**src/rtl/spi_byte_sequencer_if.sv**
```systemverilog
// Host and SPI-driver signal bundle for spi_byte_sequencer.
// slave is the sequencer's view; master is the view of whatever surrounds it.
interface spi_byte_sequencer_if;
  logic       wr_valid;
  logic       wr_ready;
  logic [7:0] wr_data;
  logic       wr_last;
  logic       rd_valid;
  logic       rd_ready;
  logic [7:0] rd_data;
  logic [7:0] drv_data_in;
  logic       drv_start;
  logic       drv_done;
  logic [7:0] drv_data_out;
  logic       cs_n;
  logic       busy;

  modport slave (
    input  wr_valid, wr_data, wr_last, rd_ready, drv_done, drv_data_out,
    output wr_ready, rd_valid, rd_data, drv_data_in, drv_start, cs_n, busy
  );

  modport master (
    output wr_valid, wr_data, wr_last, rd_ready, drv_done, drv_data_out,
    input  wr_ready, rd_valid, rd_data, drv_data_in, drv_start, cs_n, busy
  );
endinterface

```
**src/rtl/spi_byte_sequencer.sv**
```systemverilog
// Frames queued TX bytes into SPI transfers: cs_n setup/hold timing, one
// driver request per byte, and received bytes collected into an RX FIFO.
module spi_seq_fifo #(
  parameter int WIDTH = 8,
  parameter int DEPTH = 4
) (
  input  logic             clk,
  input  logic             rst,
  input  logic             i_push,
  input  logic             i_pop,
  input  logic [WIDTH-1:0] i_data,
  output logic [WIDTH-1:0] o_data,
  output logic             o_full,
  output logic             o_empty
);
  localparam int PTR_W = (DEPTH > 1) ? $clog2(DEPTH) : 1;
  localparam int CNT_W = $clog2(DEPTH) + 1;

  logic [WIDTH-1:0] r_mem [DEPTH];
  logic [PTR_W-1:0] r_wptr;
  logic [PTR_W-1:0] r_rptr;
  logic [CNT_W-1:0] r_count;
  logic             w_push;
  logic             w_pop;

  assign o_full  = (r_count == CNT_W'(DEPTH));
  assign o_empty = (r_count == '0);
  // A full FIFO still accepts a push when the head leaves in the same cycle.
  assign w_pop   = i_pop && !o_empty;
  assign w_push  = i_push && (!o_full || w_pop);
  assign o_data  = o_empty ? '0 : r_mem[r_rptr];

  always_ff @(posedge clk) begin
    if (w_push) begin
      r_mem[r_wptr] <= i_data;
    end
  end

  always_ff @(posedge clk or negedge rst) begin
    if (!rst) begin
      r_wptr  <= '0;
      r_rptr  <= '0;
      r_count <= '0;
    end else begin
      if (w_push) begin
        r_wptr <= (r_wptr == PTR_W'(DEPTH - 1)) ? '0 : r_wptr + 1'b1;
      end
      if (w_pop) begin
        r_rptr <= (r_rptr == PTR_W'(DEPTH - 1)) ? '0 : r_rptr + 1'b1;
      end
      if (w_push && !w_pop) begin
        r_count <= r_count + 1'b1;
      end else if (!w_push && w_pop) begin
        r_count <= r_count - 1'b1;
      end
    end
  end
endmodule

module spi_byte_sequencer #(
  parameter int DEPTH    = 4,
  parameter int CS_SETUP = 2,
  parameter int CS_HOLD  = 2
) (
  input  logic                 clk,
  input  logic                 rst,
  spi_byte_sequencer_if.slave  bus
);
  localparam int CNT_MAX = (CS_SETUP > CS_HOLD) ? CS_SETUP : CS_HOLD;
  localparam int CNT_W   = (CNT_MAX > 2) ? $clog2(CNT_MAX) : 1;

  typedef enum logic [2:0] {
    IDLE, SETUP, ISSUE, WAIT, CAPTURE, RELEASE
  } state_t;

  state_t           r_state;
  logic [CNT_W-1:0] r_cnt;
  logic             r_cs_n;
  logic             r_drv_start;
  logic [7:0]       r_drv_data_in;
  logic             r_cur_last;
  logic [7:0]       r_rx_hold;
  logic             r_captured;
  logic             r_busy;

  logic       w_tx_push;
  logic       w_tx_pop;
  logic [8:0] w_tx_head;
  logic       w_tx_full;
  logic       w_tx_empty;
  logic       w_rx_push;
  logic       w_rx_pop;
  logic [7:0] w_rx_head;
  logic       w_rx_full;
  logic       w_rx_empty;

  assign w_tx_push = bus.wr_valid && !w_tx_full;
  assign w_tx_pop  = (r_state == ISSUE);
  assign w_rx_pop  = bus.rd_ready && !w_rx_empty;
  // r_captured marks a CAPTURE that already pushed and now waits for TX data.
  assign w_rx_push = (r_state == CAPTURE) && !r_captured && (!w_rx_full || w_rx_pop);

  spi_seq_fifo #(.WIDTH(9), .DEPTH(DEPTH)) u_tx_fifo (
    .clk     (clk),
    .rst     (rst),
    .i_push  (w_tx_push),
    .i_pop   (w_tx_pop),
    .i_data  ({bus.wr_last, bus.wr_data}),
    .o_data  (w_tx_head),
    .o_full  (w_tx_full),
    .o_empty (w_tx_empty)
  );

  spi_seq_fifo #(.WIDTH(8), .DEPTH(DEPTH)) u_rx_fifo (
    .clk     (clk),
    .rst     (rst),
    .i_push  (w_rx_push),
    .i_pop   (w_rx_pop),
    .i_data  (r_rx_hold),
    .o_data  (w_rx_head),
    .o_full  (w_rx_full),
    .o_empty (w_rx_empty)
  );

  assign bus.wr_ready    = !w_tx_full;
  assign bus.rd_valid    = !w_rx_empty;
  assign bus.rd_data     = w_rx_head;
  assign bus.drv_data_in = r_drv_data_in;
  assign bus.drv_start   = r_drv_start;
  assign bus.cs_n        = r_cs_n;
  assign bus.busy        = r_busy;

  always_ff @(posedge clk or negedge rst) begin
    if (!rst) begin
      r_state       <= IDLE;
      r_cnt         <= '0;
      r_cs_n        <= 1'b1;
      r_drv_start   <= 1'b0;
      r_drv_data_in <= '0;
      r_cur_last    <= 1'b0;
      r_rx_hold     <= '0;
      r_captured    <= 1'b0;
      r_busy        <= 1'b0;
    end else begin
      r_drv_start <= 1'b0;
      case (r_state)
        IDLE: begin
          if (!w_tx_empty) begin
            r_state <= SETUP;
            r_cnt   <= CNT_W'(CS_SETUP - 1);
            r_cs_n  <= 1'b0;
            r_busy  <= 1'b1;
          end
        end
        SETUP: begin
          if (r_cnt == '0) begin
            r_state       <= ISSUE;
            r_drv_start   <= 1'b1;
            r_drv_data_in <= w_tx_head[7:0];
            r_cur_last    <= w_tx_head[8];
          end else begin
            r_cnt <= r_cnt - 1'b1;
          end
        end
        ISSUE: begin
          r_state <= WAIT;
        end
        WAIT: begin
          if (bus.drv_done) begin
            r_rx_hold  <= bus.drv_data_out;
            r_captured <= 1'b0;
            r_state    <= CAPTURE;
          end
        end
        CAPTURE: begin
          if (w_rx_push && r_cur_last) begin
            r_state <= RELEASE;
            r_cs_n  <= 1'b1;
            r_cnt   <= CNT_W'(CS_HOLD - 1);
          end else if ((w_rx_push || r_captured) && !w_tx_empty) begin
            r_state       <= ISSUE;
            r_drv_start   <= 1'b1;
            r_drv_data_in <= w_tx_head[7:0];
            r_cur_last    <= w_tx_head[8];
          end else if (w_rx_push) begin
            r_captured <= 1'b1;
          end
        end
        RELEASE: begin
          if (r_cnt == '0) begin
            r_state <= IDLE;
            r_busy  <= 1'b0;
          end else begin
            r_cnt <= r_cnt - 1'b1;
          end
        end
        default: begin
          r_state <= IDLE;
          r_cs_n  <= 1'b1;
          r_busy  <= 1'b0;
        end
      endcase
    end
  end
endmodule

```
**src/flat_wrapper.sv**
```systemverilog
// flat-port wrapper written by rule: the top's interface ports become plain ports
module spi_byte_sequencer_flat 
#(
  parameter int DEPTH    = 4,
  parameter int CS_SETUP = 2,
  parameter int CS_HOLD  = 2
)
  (clk, rst, bus_wr_valid, bus_wr_data, bus_wr_last, bus_rd_ready, bus_drv_done, bus_drv_data_out, bus_wr_ready, bus_rd_valid, bus_rd_data, bus_drv_data_in, bus_drv_start, bus_cs_n, bus_busy);
  spi_byte_sequencer_if bus_i ();
  input  logic clk;
  input  logic rst;
  input wire logic [$bits(bus_i.wr_valid)-1:0] bus_wr_valid;
  input wire logic [$bits(bus_i.wr_data)-1:0] bus_wr_data;
  input wire logic [$bits(bus_i.wr_last)-1:0] bus_wr_last;
  input wire logic [$bits(bus_i.rd_ready)-1:0] bus_rd_ready;
  input wire logic [$bits(bus_i.drv_done)-1:0] bus_drv_done;
  input wire logic [$bits(bus_i.drv_data_out)-1:0] bus_drv_data_out;
  output wire logic [$bits(bus_i.wr_ready)-1:0] bus_wr_ready;
  output wire logic [$bits(bus_i.rd_valid)-1:0] bus_rd_valid;
  output wire logic [$bits(bus_i.rd_data)-1:0] bus_rd_data;
  output wire logic [$bits(bus_i.drv_data_in)-1:0] bus_drv_data_in;
  output wire logic [$bits(bus_i.drv_start)-1:0] bus_drv_start;
  output wire logic [$bits(bus_i.cs_n)-1:0] bus_cs_n;
  output wire logic [$bits(bus_i.busy)-1:0] bus_busy;
  assign bus_i.wr_valid = bus_wr_valid;
  assign bus_i.wr_data = bus_wr_data;
  assign bus_i.wr_last = bus_wr_last;
  assign bus_i.rd_ready = bus_rd_ready;
  assign bus_i.drv_done = bus_drv_done;
  assign bus_i.drv_data_out = bus_drv_data_out;
  assign bus_wr_ready = bus_i.wr_ready;
  assign bus_rd_valid = bus_i.rd_valid;
  assign bus_rd_data = bus_i.rd_data;
  assign bus_drv_data_in = bus_i.drv_data_in;
  assign bus_drv_start = bus_i.drv_start;
  assign bus_cs_n = bus_i.cs_n;
  assign bus_busy = bus_i.busy;
  spi_byte_sequencer #(.DEPTH(DEPTH), .CS_SETUP(CS_SETUP), .CS_HOLD(CS_HOLD)) u_core (.clk(clk), .rst(rst), .bus(bus_i));
endmodule
```
**config.mk**
```make
export PLATFORM = sky130hd
export DESIGN_NAME = spi_byte_sequencer_flat
export DESIGN_NICKNAME = d
export VERILOG_FILES = /design/src/rtl/spi_byte_sequencer_if.sv /design/src/rtl/spi_byte_sequencer.sv /design/src/flat_wrapper.sv
export SDC_FILE = /design/constraint.sdc
export NUM_CORES = 1
export LEC_CHECK = 0
export CELL_PAD_IN_SITES_DETAIL_PLACEMENT = 1
export CELL_PAD_IN_SITES_GLOBAL_PLACEMENT = 2
export CORE_UTILIZATION = 35
export CTS_BUF_LIST = sky130_fd_sc_hd__clkbuf_4 sky130_fd_sc_hd__clkbuf_8 sky130_fd_sc_hd__clkbuf_16
export DETAILED_ROUTE_END_ITERATION = 12
export GPL_TIMING_DRIVEN = 0
export PLACE_DENSITY_LB_ADDON = 0.08
export SETUP_SLACK_MARGIN = 0.4
export SLEW_MARGIN = 20
export SYNTH_ARGS = -nofsm -noshare
export SYNTH_HDL_FRONTEND = slang
export SYNTH_HIERARCHICAL = 1
export SYNTH_SLANG_ARGS = --single-unit
export TNS_END_PERCENT = 30
```
**constraint.sdc**
```tcl
create_clock -name clk -period 2.9 [get_ports clk]
set_input_delay 0.435 -clock clk [delete_from_list [all_inputs] [get_ports clk]]
set_output_delay 0.435 -clock clk [all_outputs]
set_load 0.1 [all_outputs]
```
==> metrics.md <==
| Metric | Value |
|---|---|
| Tmin final | `between 2 and 3 ns` |
| Residual DRC count | `0` |
| Largest net degree at the start of global routing | `28` |
| Vias/cell | `4.67` |
| Initial antenna violation count | `0` |
| Tcrit/Tclk final | `about 91%` |
| CTS Sinks | `between 100 and 150` |
| CTS tree | `yes` |
| Main synth FF type | `edfxtp_1` |
| I/O Buffers | `42` |
| Status | `completed` |
| # fillers | `between 1000 and 1500` |
| Vias in the first global route | `between 2000 and 3000` |
| Placer's final routability congestion estimate | `a little under 0.7` |
| Setup TNS | `0 ns` |
| Most frequent cells in the layout | `edfxtp_1 (68), dfrtp_1 (36), clkdlybuf4s50_1 (33), nand2_1 (26), mux4_2 (16)` |
| F_max | `roughly 0.38 GHz` |
| Clk_lat worst skew | `~0.35 ns` |
| Number of flops mapped to enable cells by yosys | `68` |
| Critical path class | `flip-flop to output port` |
| First-pass GRT wire length | `around 15000 um` |
| CP Launch Type | `flip-flop` |
| Relative slew margins | `32.7%` |
| Fin. Hold Viols | `0` |
| Grt ovf | `0` |
| Arrival time of the worst setup path | `roughly 2.2 ns` |
| Syn-to-layout area delta | `21.3%` |
| Type of the worst min-delay path | `flip-flop to flip-flop` |
| CTS Buf Count | `9` |
| WP data required | `roughly 2.5 ns` |
| Final setup vio count | `0` |
| Share of cells above drive strength 1 | `27.1%` |
| Max FO, Critical Path | `10` |
| Dpl hpwl | `5920 um` |
| Ys async rst share | `approximately 36%` |
| Fin nets | `~390` |
| RSZ-0062 raised after global routing | `yes` |
| Ports | `43` |
| Yosys cell types | `50` |
| Die Width | `around 120 um` |
| Post-route ant nets | `0` |
| Worst Slack Setup Final | `between 0.2 and 0.3 ns` |
| Via count | `between 2000 and 3000` |
| CTS root buffer | `clkbuf_16` |
| Reg clk slew, reported paths | `0.07 ns` |
| Syn Area/Cell | `between 15 and 20 um^2` |
| Sequential fraction of the synthesis area | `a little under two thirds` |
| Seq cells post-synth | `107` |
| Crit end category | `output port` |
| All-Layer GR Usage | `between 10% and 20%` |
| Max-cap violations | `0` |
| Max clock buf depth | `2` |
| Mapped Area | `~0.0048 mm^2` |
| Final Max Slew Viols | `0` |
| WL final | `8770 um` |
| CORE AREA | `roughly 0.013 mm^2` |
| Placement row count | `42` |
| Drt pass-1 iters | `4` |
| Drt wl/cell | `between 15 and 20 um` |
| DIE AREA | `0.0141 mm^2` |
| Worst Skew | `0.00713 ns` |
| Slew at the pin closest to its max-slew limit | `between 1 and 1.5 ns` |
| Starting density of the core | `between 30% and 40%` |
| Yosys warns | `6` |
| Syn Nets | `330` |
| H-tree Lvls | `3` |
| DRT iter0 DRCs | `about 110` |
| ANT cells | `0` |
| Pre-CTS setup slack | `-0.0338 ns` |
| Cell count after synthesis | `between 200 and 300` |
| Die height | `~120 um` |
| Commonest non-fill, non-tap cell in the layout | `edfxtp_1` |
layout make-up:
type / instances / area (um^2) / share of cell area, %
Tap cell: 176 / 220 / 3.82
Multi-Input combinational cell: 163 / 1630 / 28.3
Buffer: 9 / 65.1 / 1.13
Sequential cell: 107 / 3020 / 52.4
Inverter: 15 / 56.3 / 0.976
Clock inverter: 5 / 43.8 / 0.759
Clock buffer: 11 / 246 / 4.27
Timing Repair Buffer: 51 / 484 / 8.39
sequential cells by signal, summed over array words and instances (netlist names):
signal / count
u_core/u_rx_fifo/r_wptr: 2
u_core/bus.drv_data_in: 8
u_core/r_state: 3
u_core/bus.busy: 1
u_core/u_tx_fifo/r_wptr: 2
u_core/bus.drv_start: 1
u_core/u_rx_fifo/r_rptr: 2
u_core/r_cnt: 1
u_core/r_cur_last: 1
u_core/u_tx_fifo/r_mem: 36
u_core/bus.cs_n: 1
u_core/u_tx_fifo/r_count: 3
u_core/u_rx_fifo/r_mem: 32
u_core/r_rx_hold: 8
u_core/r_captured: 1
u_core/u_tx_fifo/r_rptr: 2
u_core/u_rx_fifo/r_count: 3
metrics by stage:
step	util, %	hold WS (ns)	area [um^2]	instances
4_1_cts	43.2	0.511	5720	532
6_report	43.6	0.507	5770	537
5_1_grt	43.6	0.529	5770	537
3_3_place_gp	40.8	0.491	5400	512
2_1_floorplan	-	0.139	4760	294
3_5_place_dp	40.9	0.370	5420	513
synthesized netlist by cell type, types with 2 or more instances:
cell type	number	area, um^2
nor2b_4	9	124
inv_1	15	56.3
dfrtp_1	38	951
clkbuf_1	2	7.51
mux4_2	16	360
nand2b_1	3	18.8
nand2_1	27	101
fa_1	2	40.0
nand3_1	4	20.0
mux2_1	2	22.5
nor3b_4	2	37.5
xor2_1	4	35.0
buf_2	2	10.0
ha_1	12	150
o21ai_0	4	20.0
and2_1	8	50.1
edfxtp_1	68	2040
nor2_1	12	45.0
nor2b_1	10	62.6
a21oi_1	2	10.0
buf_6	3	33.8
xnor2_1	2	17.5
a21boi_4	2	37.5
mux2_2	10	113
and2b_1	3	22.5
mux2_4	7	105
o22a_1	2	17.5
worst paths after layout:
path / start / end / slack, ns / depth (start not counted)
min in group asynchronous: rst / u_core/r_rx_hold[5]$_DFFE_PN0P_ / 0.52 / 2
hold / removal: u_core/bus.drv_data_in[2]$_DFFE_PN0P_ / u_core/bus.drv_data_in[2]$_DFFE_PN0P_ / 0.51 / 1
hold reg to reg: u_core/bus.drv_data_in[2]$_DFFE_PN0P_ / u_core/bus.drv_data_in[2]$_DFFE_PN0P_ / 0.51 / 1
setup / recovery: u_core/u_rx_fifo/r_rptr[0]$_DFFE_PN0P_ / bus_rd_data[1] / 0.27 / 4
setup reg to reg: u_core/r_state[2]$_DFFE_PN0P_ / u_core/u_tx_fifo/r_count[2]$_DFFE_PN0P_ / 0.54 / 10
max in group asynchronous: rst / u_core/bus.cs_n$_DFFE_PN1P_ / 1.82 / 3
per-layer routing:
metal  vias up  GRT usage (%)  routed length [um]
met4         0           6.65                 155
met2        27           24.2                4630
met3         9           2.46                 189
met5         -              0                   0
li1       1192              -                   -
met1      1280           16.5                3800
worst max-delay path, stage by stage (launching register included):
cell and delay [ns]:
dfrtp_1 0.39, buf_6 0.17, mux4_2 0.32, nor2b_1 0.11, dlygate4sd2_1 0.85
timing repair:
item                                   CTS  global route
gates resized for setup                 24             7
endpoints found under the hold margin   12             0
hold buffers                             1             0
setup endpoints to repair               17            12
buffers inserted                         2             5
pin swaps                                1             2
cells by family after synthesis:
group | after synthesis | synth area share [%]
AO/OA/AOI/OAI | 17 | 3.37
XOR/XNOR | 6 | 1.10
adder cells (fa/ha/maj) | 14 | 4.00
buffers and inverters | 24 | 2.52
flip-flops | 107 | 63.5
multiplexers | 37 | 13.4
AND/OR/NAND/NOR | 89 | 12.2
Power is left out: the tool's default activity adds up to more than one toggle a clock period on the data nets, which glitch-free logic cannot reach.
